**src/rtl/sipo_rx_pkg.sv**
```systemverilog
// Shared definitions for the serial-to-parallel frame receiver.
package sipo_rx_pkg;

  typedef enum logic [1:0] {
    ST_IDLE   = 2'd0,
    ST_DATA   = 2'd1,
    ST_PARITY = 2'd2,
    ST_STOP   = 2'd3
  } state_t;

  localparam logic START_BIT  = 1'b1;
  localparam logic STOP_BIT   = 1'b0;
  localparam int   DEF_DATA_W = 8;

endpackage

```
**src/rtl/sipo_frame_rx_if.sv**
```systemverilog
// Serial input plus word-wide valid/ready output and status pulses.
// master: the receiver; slave: the word consumer / serial source.
interface sipo_frame_rx_if #(parameter int DATA_W = 8);
  logic              din;
  logic [DATA_W-1:0] dout;
  logic              dout_valid;
  logic              dout_ready;
  logic              busy;
  logic              frame_err;
  logic              parity_err;
  logic              overrun;

  modport master (
    input  din, dout_ready,
    output dout, dout_valid, busy, frame_err, parity_err, overrun
  );

  modport slave (
    output din, dout_ready,
    input  dout, dout_valid, busy, frame_err, parity_err, overrun
  );
endinterface

```
**src/rtl/sipo_shift_in.sv**
```systemverilog
// DATA_W-bit shift-left register: new bit enters at the LSB.
module sipo_shift_in #(parameter int DATA_W = 8) (
  input  logic              clk,
  input  logic              rst,
  input  logic              clr_i,
  input  logic              shift_en_i,
  input  logic              din_i,
  output logic [DATA_W-1:0] q_o
);
  logic [DATA_W-1:0] sr_q;

  // Shift register with synchronous clear taking priority over shift.
  always_ff @(posedge clk or posedge rst) begin
    if (rst)             sr_q <= '0;
    else if (clr_i)      sr_q <= '0;
    else if (shift_en_i) sr_q <= {sr_q[DATA_W-2:0], din_i};
  end

  assign q_o = sr_q;
endmodule

```
**src/rtl/sipo_frame_rx.sv**
```systemverilog
// Framed serial receiver: start 1, DATA_W bits MSB first, [parity], stop 0.
// Optional even-parity bit enabled by defining SIPO_FRAME_RX_PARITY_EN.
module sipo_frame_rx import sipo_rx_pkg::*; #(
  parameter int DATA_W = DEF_DATA_W
) (
  input logic             clk,
  input logic             rst,
  sipo_frame_rx_if.master bus
);
  localparam int CNT_W = $clog2(DATA_W);

  state_t            state_q, state_d;
  logic [CNT_W-1:0]  cnt_q, cnt_d;
  logic [DATA_W-1:0] dout_q, dout_d;
  logic [DATA_W-1:0] sr;
  logic              vld_q, vld_d;
  logic              ferr_q, ferr_d;
  logic              ovr_q, ovr_d;
  logic              shift_en, sr_clr;
`ifdef SIPO_FRAME_RX_PARITY_EN
  logic              perr_q, perr_d;
`endif

  sipo_shift_in #(.DATA_W(DATA_W)) u_shift (
    .clk        (clk),
    .rst        (rst),
    .clr_i      (sr_clr),
    .shift_en_i (shift_en),
    .din_i      (bus.din),
    .q_o        (sr)
  );

  // State, counter, output holding register and status pulses.
  always_ff @(posedge clk or posedge rst) begin
    if (rst) begin
      state_q <= ST_IDLE;
      cnt_q   <= '0;
      dout_q  <= '0;
      vld_q   <= 1'b0;
      ferr_q  <= 1'b0;
      ovr_q   <= 1'b0;
`ifdef SIPO_FRAME_RX_PARITY_EN
      perr_q  <= 1'b0;
`endif
    end else begin
      state_q <= state_d;
      cnt_q   <= cnt_d;
      dout_q  <= dout_d;
      vld_q   <= vld_d;
      ferr_q  <= ferr_d;
      ovr_q   <= ovr_d;
`ifdef SIPO_FRAME_RX_PARITY_EN
      perr_q  <= perr_d;
`endif
    end
  end

  // Next-state, word load and handshake; pulses default low every cycle.
  always_comb begin
    state_d  = state_q;
    cnt_d    = cnt_q;
    dout_d   = dout_q;
    vld_d    = vld_q;
    ferr_d   = 1'b0;
    ovr_d    = 1'b0;
    shift_en = 1'b0;
    sr_clr   = 1'b0;
`ifdef SIPO_FRAME_RX_PARITY_EN
    perr_d   = 1'b0;
`endif
    // Consumer takes the held word; a load below may override this.
    if (vld_q && bus.dout_ready) vld_d = 1'b0;

    case (state_q)
      ST_IDLE: begin
        cnt_d = '0;
        if (bus.din == START_BIT) begin
          sr_clr  = 1'b1;
          state_d = ST_DATA;
        end
      end
      ST_DATA: begin
        shift_en = 1'b1;
        if (cnt_q == CNT_W'(DATA_W - 1)) begin
          cnt_d = '0;
`ifdef SIPO_FRAME_RX_PARITY_EN
          state_d = ST_PARITY;
`else
          state_d = ST_STOP;
`endif
        end else begin
          cnt_d = cnt_q + 1'b1;
        end
      end
`ifdef SIPO_FRAME_RX_PARITY_EN
      ST_PARITY: begin
        // Even parity over data + parity bit; a bad frame skips the stop check.
        if (^{sr, bus.din}) begin
          perr_d  = 1'b1;
          state_d = ST_IDLE;
        end else begin
          state_d = ST_STOP;
        end
      end
`endif
      ST_STOP: begin
        state_d = ST_IDLE;
        if (bus.din == STOP_BIT) begin
          if (!vld_q || bus.dout_ready) begin
            dout_d = sr;
            vld_d  = 1'b1;
          end else begin
            ovr_d = 1'b1;
          end
        end else begin
          ferr_d = 1'b1;
        end
      end
      default: state_d = ST_IDLE;
    endcase
  end

  assign bus.dout       = dout_q;
  assign bus.dout_valid = vld_q;
  assign bus.busy       = (state_q != ST_IDLE);
  assign bus.frame_err  = ferr_q;
  assign bus.overrun    = ovr_q;
`ifdef SIPO_FRAME_RX_PARITY_EN
  assign bus.parity_err = perr_q;
`else
  assign bus.parity_err = 1'b0;
`endif
endmodule

```
**src/flat_wrapper.sv**
```systemverilog
// flat-port wrapper written by rule: the top's interface ports become plain ports
module sipo_frame_rx_flat import sipo_rx_pkg::*;
#(
  parameter int DATA_W = DEF_DATA_W
)
  (clk, rst, bus_din, bus_dout_ready, bus_dout, bus_dout_valid, bus_busy, bus_frame_err, bus_parity_err, bus_overrun);
  sipo_frame_rx_if #(.DATA_W(DATA_W)) bus_i ();
  input logic clk;
  input logic rst;
  input wire logic [$bits(bus_i.din)-1:0] bus_din;
  input wire logic [$bits(bus_i.dout_ready)-1:0] bus_dout_ready;
  output wire logic [$bits(bus_i.dout)-1:0] bus_dout;
  output wire logic [$bits(bus_i.dout_valid)-1:0] bus_dout_valid;
  output wire logic [$bits(bus_i.busy)-1:0] bus_busy;
  output wire logic [$bits(bus_i.frame_err)-1:0] bus_frame_err;
  output wire logic [$bits(bus_i.parity_err)-1:0] bus_parity_err;
  output wire logic [$bits(bus_i.overrun)-1:0] bus_overrun;
  assign bus_i.din = bus_din;
  assign bus_i.dout_ready = bus_dout_ready;
  assign bus_dout = bus_i.dout;
  assign bus_dout_valid = bus_i.dout_valid;
  assign bus_busy = bus_i.busy;
  assign bus_frame_err = bus_i.frame_err;
  assign bus_parity_err = bus_i.parity_err;
  assign bus_overrun = bus_i.overrun;
  sipo_frame_rx #(.DATA_W(DATA_W)) u_core (.clk(clk), .rst(rst), .bus(bus_i));
endmodule
```
**config.mk**
```make
export PLATFORM = sky130hd
export DESIGN_NAME = sipo_frame_rx_flat
export DESIGN_NICKNAME = d
export VERILOG_FILES = /design/src/rtl/sipo_rx_pkg.sv /design/src/rtl/sipo_frame_rx_if.sv /design/src/rtl/sipo_shift_in.sv /design/src/rtl/sipo_frame_rx.sv /design/src/flat_wrapper.sv
export SDC_FILE = /design/constraint.sdc
export NUM_CORES = 1
export LEC_CHECK = 0
export ABC_AREA = 1
export CAP_MARGIN = 0
export CORE_ASPECT_RATIO = 1.5
export CORE_MARGIN = 4
export CORE_UTILIZATION = 51
export CTS_BUF_LIST = sky130_fd_sc_hd__clkbuf_16
export DETAILED_ROUTE_END_ITERATION = 16
export PLACE_DENSITY_LB_ADDON = 0.12
export SETUP_SLACK_MARGIN = 0.02
export SYNTH_ARGS = -nofsm -noshare
export SYNTH_HDL_FRONTEND = slang
export SYNTH_HIERARCHICAL = 1
export SYNTH_SLANG_ARGS = --single-unit
```
**constraint.sdc**
```tcl
create_clock -name clk -period 1.8 [get_ports clk]
set_input_delay 0.36 -clock clk [delete_from_list [all_inputs] [get_ports clk]]
set_output_delay 0.36 -clock clk [all_outputs]
set_load 0.005 [all_outputs]
```
==> results of run 1 <==
area by class of cell:
class / count / area share, %
tap: 21 / 2.04
inverter: 8 / 2.34
multi-input combinational: 73 / 28.7
timing repair buffer: 19 / 14.0
clock inverter: 1 / 0.292
sequential: 24 / 46.7
clock buffer: 3 / 5.84
cell families (layout without fill, tap and decap cells):
logic type      Yosys count  after routing  synth area share, %
fa+ha+maj                 2              2                 2.42
other cells               1              1                0.362
flops                    24             24                 58.0
simple gates             68             68                 31.9
compound gates            2              2                0.966
buf+inv                  12             31                 6.29
registers in the layout, indices dropped and copies added (netlist names):
name	cells
u_core/bus.overrun	1
u_core/bus.frame_err	1
u_core/cnt_q	3
u_core/u_shift/q_o	8
u_core/state_q	2
u_core/bus.dout	8
u_core/bus.dout_valid	1
routing by layer:
layer / up-vias / global-route usage, %
met5: - / 0
met4: 0 / 10.6
met3: 7 / 2.56
met2: 19 / 29.3
met1: 351 / 15.2
li1: 376 / -
worst paths after layout:
check / from / depth (start not counted) / slack [ps] / endpoint
max in group asynchronous: rst / 2 / 910 / u_core/bus.dout[2]
min reg2reg: u_core/bus.dout[5] / 2 / 480 / u_core/bus.dout[5]
min: rst / 2 / 370 / u_core/u_shift/q_o[5]
max: u_core/state_q[0] / 2 / 70 / bus_busy
min in group clk: u_core/bus.dout[5] / 2 / 480 / u_core/bus.dout[5]
max reg2reg: u_core/state_q[0] / 6 / 520 / u_core/u_shift/q_o[1]
metrics by stage:
stage / hold slack (ps) / power (mW) / std cells / util [%] / worst slack [ps]
6_report: 370 / 2.21 / 149 / 68.4 / 67.4
5_1_grt: 414 / 2.39 / 149 / 68.4 / 23.6
4_1_cts: 381 / 2.24 / 149 / 68.4 / 58.9
3_5_place_dp: 462 / 1.74 / 145 / 64.2 / 271
3_3_place_gp: 454 / 1.71 / 145 / 64.2 / 297
2_1_floorplan: 176 / 1.42 / 109 / - / 391
cell usage in the layout, fill, tap and decap left out, types with 2 or more instances in the layout:
| cell | n |
|---|---|
| nor2_1 | 3 |
| buf_4 | 4 |
| clkdlybuf4s50_1 | 15 |
| inv_1 | 6 |
| dfrtp_1 | 24 |
| inv_2 | 2 |
| nand2_1 | 41 |
| nand3_1 | 17 |
| nor2_8 | 2 |
| nand2_4 | 2 |
| ha_1 | 2 |
| clkbuf_16 | 3 |
where the power goes:
part           total [mW]  switching (mW)  internal [mW]  leakage [nW]
combinational       0.817           0.417          0.400         0.335
clock               0.478           0.181          0.297        0.0385
sequential          0.915           0.148          0.767         0.306
total                2.21           0.746           1.46         0.679
==> results.cfg, run 1 <==
[clock_tree]
cts_buffer_depth = 2
htree_num_levels = 1
cts_tree = done
post_cts_resized = 0
ctsHoldBuffers = 0
cts.sinks = 24
clk_latency_ps = 260
root_buffer = clkbuf_16
post-cts-setup-buffer-count = 0
cts_buffers = 3
clk_pin_slew_ps = 60

[critical_path]
crit_path_top_delay_cell = clkdlybuf4s50_1
critical_path_class = reg2out
crit_path_end_kind = primary output
arrival_ps = 1370
crit_family = buffers and inverters
cpPeakStageDelay_ps = 450
worstPathRequired_ps = 1440
critPathLaunchType = register
crit_chain = or2_1 -> clkdlybuf4s50_1
crit_fanout = 3
crit_buf_inv = 1

[final_layout]
final.fill_count = 168
diodes = 0
nNetsFinal = 135
drive_gt1_share_pct = 10.9
register_area_um2 = 601
fin_area_mm2 = 0.00128
area_growth_syn_to_layout_pct = 24.2
multi_input_area_um2 = 369

[synthesis]
synth-seq-cells = 24
synth.area.top_cells = dfrtp_1, nand2_1, nand3_1
async_flop_share_pct = 100
yosysTopAreaCell = dfrtp_1
ys_types = 18
syn_inst = 109
synth_nets = 115
synthMostInstantiatedCell = nand2_1
ys_warn_count = 6
ys_seq_area_share_pct = 58.0
synth_top_area_share_pct = 58.0
synth-edff-count = 0
synth_flop_cell = dfrtp_1
synthTopCellsByCount = nand2_1, dfrtp_1, nand3_1
synth_area_mm2 = 0.00103
syn_avg_cell_area_um2 = 9.49

[drt]
vias = 753
highest_layer = met4
drt_iter0_markers = 15
wl_per_cell_um = 12.3
drt_wl_total_um = 1840
met3WireLength_um = 76
viasPerCell = 5.05
wl_met1_um = 684
wl_met2_um = 1010
route.detailed.drc = 0
dr.pass1.iters = 4
final_antenna_net_count = 0

[pwr]
leakage_nw = 0.679
power_density_mw_per_mm2 = 1720
ir_drop_uv = 1130

[status]
status = finished, final reports clean

[timing]
hold_viol = 0
fmax_mhz = 577
fin_worst_skew_ps = 2.50
period_share_pct = 96.3
setup_viol = 0
slew_viol_final = 0
slew-limit-headroom_pct = 59.8
finalCriticalPeriod_ps = 1730
tns_ps = 0
tightest_slew_ps = 602
rsz0062_at_grt = false

[placement]
dpl.hpwl_um = 1370
io_buffers = 15
gp_congestion = 0.752
place_area_mm2 = 0.00121

[flow_run]
drv_cap = 0

[global_route]
grt_max_degree = 17
grt_usage_pct = 16.0
grt_pass1_vias = 829
grt_first_pass_wirelength_um = 3340
grt-ovfl-total = 0
grt_antenna_before_repair = 0

[floorplan]
core.rowCount = 19
die_area_mm2 = 0.00283
die_h_um = 63.2
coreArea_mm2 = 0.00188
start_util_pct = 55.1
pin_count = 17
die_x_um = 44.8

[worst_hold_path]
min_path_type = in2async
(Power assumes the default switching activity.)
==> run 2: changes to the inputs <==
--- a/config.mk
+++ b/config.mk
@@ -6,14 +6,13 @@
 export NUM_CORES = 1
 export LEC_CHECK = 0
 export ABC_AREA = 1
-export CAP_MARGIN = 0
-export CORE_ASPECT_RATIO = 1.5
 export CORE_MARGIN = 4
 export CORE_UTILIZATION = 51
 export CTS_BUF_LIST = sky130_fd_sc_hd__clkbuf_16
 export DETAILED_ROUTE_END_ITERATION = 16
 export PLACE_DENSITY_LB_ADDON = 0.12
 export SETUP_SLACK_MARGIN = 0.02
+export SLEW_MARGIN = 40
 export SYNTH_ARGS = -nofsm -noshare
 export SYNTH_HDL_FRONTEND = slang
 export SYNTH_HIERARCHICAL = 1
==> run 2 against run 1 <==
Cell area rose by 4.4%. Die area shrank 0.51%. Worst hold slack worse by 15 ps. Sequential share of layout area shrank 2.0 points. Total power grew 7.0%. Clock skew is 0.61 ps lower. Wire length is 2.7% lower. Flip-flop and latch count is the same. Setup slack lost 2.2 ps. Maximum frequency decreased by 0.13%. Core utilization grew 0.65 points. Critical endpoint unchanged.
==> results.cfg, run 2 (synthesis gave the netlist of run 1 again) <==
[drt]
drt_iter0_markers = 20
wl_per_cell_um = 11.3
vias = 771
dr.pass1.iters = 4
final_antenna_net_count = 0
viasPerCell = 4.88
drt_wl_total_um = 1790
route.detailed.drc = 0

[final_layout]
final_common_cell = nand2_1
drive_gt1_share_pct = 13.7
layout_common_cells = nand2_1, dfrtp_1, nand3_1
diodes = 0
stdcell_count = 158
area_growth_syn_to_layout_pct = 29.6
nNetsFinal = 138

[floorplan]
coreArea_mm2 = 0.00194
die_h_um = 53.0
start_util_pct = 53.3
die_area_mm2 = 0.00281
pin_count = 17
core.rowCount = 16
die_x_um = 53.0

[clock_tree]
htree_num_levels = 1
cts_tree = done
post-cts-setup-buffer-count = 0
clk_pin_slew_ps = 60
cts.sinks = 24
root_buffer = clkbuf_16
ctsHoldBuffers = 0
cts_buffer_depth = 2
post_cts_resized = 0
cts_buffers = 3
clk_latency_ps = 250

[timing]
tns_ps = 0
slew_viol_final = 0
fin_worst_skew_ps = 1.89
rsz0062_at_grt = false
setup_viol = 0
fmax_mhz = 576
hold_viol = 0
period_share_pct = 96.4
finalCriticalPeriod_ps = 1730

[global_route]
grt-ovfl-total = 0
grt_usage_pct = 15.7
grt_pass1_vias = 761
grt_max_degree = 15
grt_first_pass_wirelength_um = 3160
grt_antenna_before_repair = 0

[critical_path]
worstPathRequired_ps = 1440
arrival_ps = 1370
rr_endpoint = u_core/u_shift/q_o[3]
rr_startpoint = u_core/state_q[0]
r2r_slack_ps = 550
critPathLaunch = u_core/state_q[0]
critPathLaunchType = register
rr_worst_depth = 6
crit_path_end_kind = primary output
crit_fanout = 3
critical_path_class = reg2out

[pwr]
power_density_mw_per_mm2 = 1760
ir_drop_uv = 1250
leakage_nw = 0.705

[flow_run]
drv_cap = 0

[placement]
dpl.cell_count = 154
io_buffers = 15
dpl.hpwl_um = 1370
gp_congestion = 0.747

[status]
status = finished, final reports clean

[worst_hold_path]
min_path_type = in2async
==> run 2: area by class of cell <==
cell class                      count  area [um2]
Clock buffer                        3        75.1
Clock inverter                      1        30.0
Fill cell                         165         601
Inverter                            8        30.0
Multi-Input combinational cell     73         369
Sequential cell                    24         601
Tap cell                           27        33.8
Timing Repair Buffer               22         203
==> run 2: through the flow <==
stage | total power, mW | util [%] | setup slack (ps) | hold slack [ps] | cell area [um2]
floorplan | 1.42 | - | 391 | 176 | 1030
global placement | 1.71 | 63.7 | 332 | 453 | 1240
detailed placement | 1.75 | 63.7 | 317 | 457 | 1240
CTS | 2.38 | 69.1 | 56.5 | 360 | 1340
global route | 2.52 | 69.1 | 34.3 | 384 | 1340
finish | 2.36 | 69.1 | 65.2 | 355 | 1340
==> run 2: worst max-delay path by stage <==
stage | endpoint | slack, ps
after floorplan | u_core/u_shift/q_o[7] | 390
after global placement | u_core/u_shift/q_o[5] | 330
after detailed placement | u_core/u_shift/q_o[6] | 320
after CTS | bus_busy | 60
after global routing | bus_busy | 30
final | bus_busy | 70
==> run 2: where the power goes <==
| group | internal, mW | switching [mW] | total (mW) |
|---|---|---|---|
| combinational | 0.408 | 0.423 | 0.831 |
| clock | 0.441 | 0.177 | 0.618 |
| sequential | 0.767 | 0.148 | 0.915 |
==> run 2: layer usage <==
| layer | vias to the layer above | part of all wire [%] | track usage, % |
|---|---|---|---|
| li1 | 382 | - | - |
| met1 | 362 | 42 | 17.1 |
| met2 | 25 | 51 | 28.3 |
| met3 | 2 | 6.5 | 3.38 |
| met4 | 0 | 0.50 | 7.66 |
| met5 | - | 0 | 0 |
==> run 2: worst max-delay path, cell delays in order (launching register included) <==
cell and delay (ps):
dfrtp_1 420, or2_1 250, clkdlybuf4s50_1 450
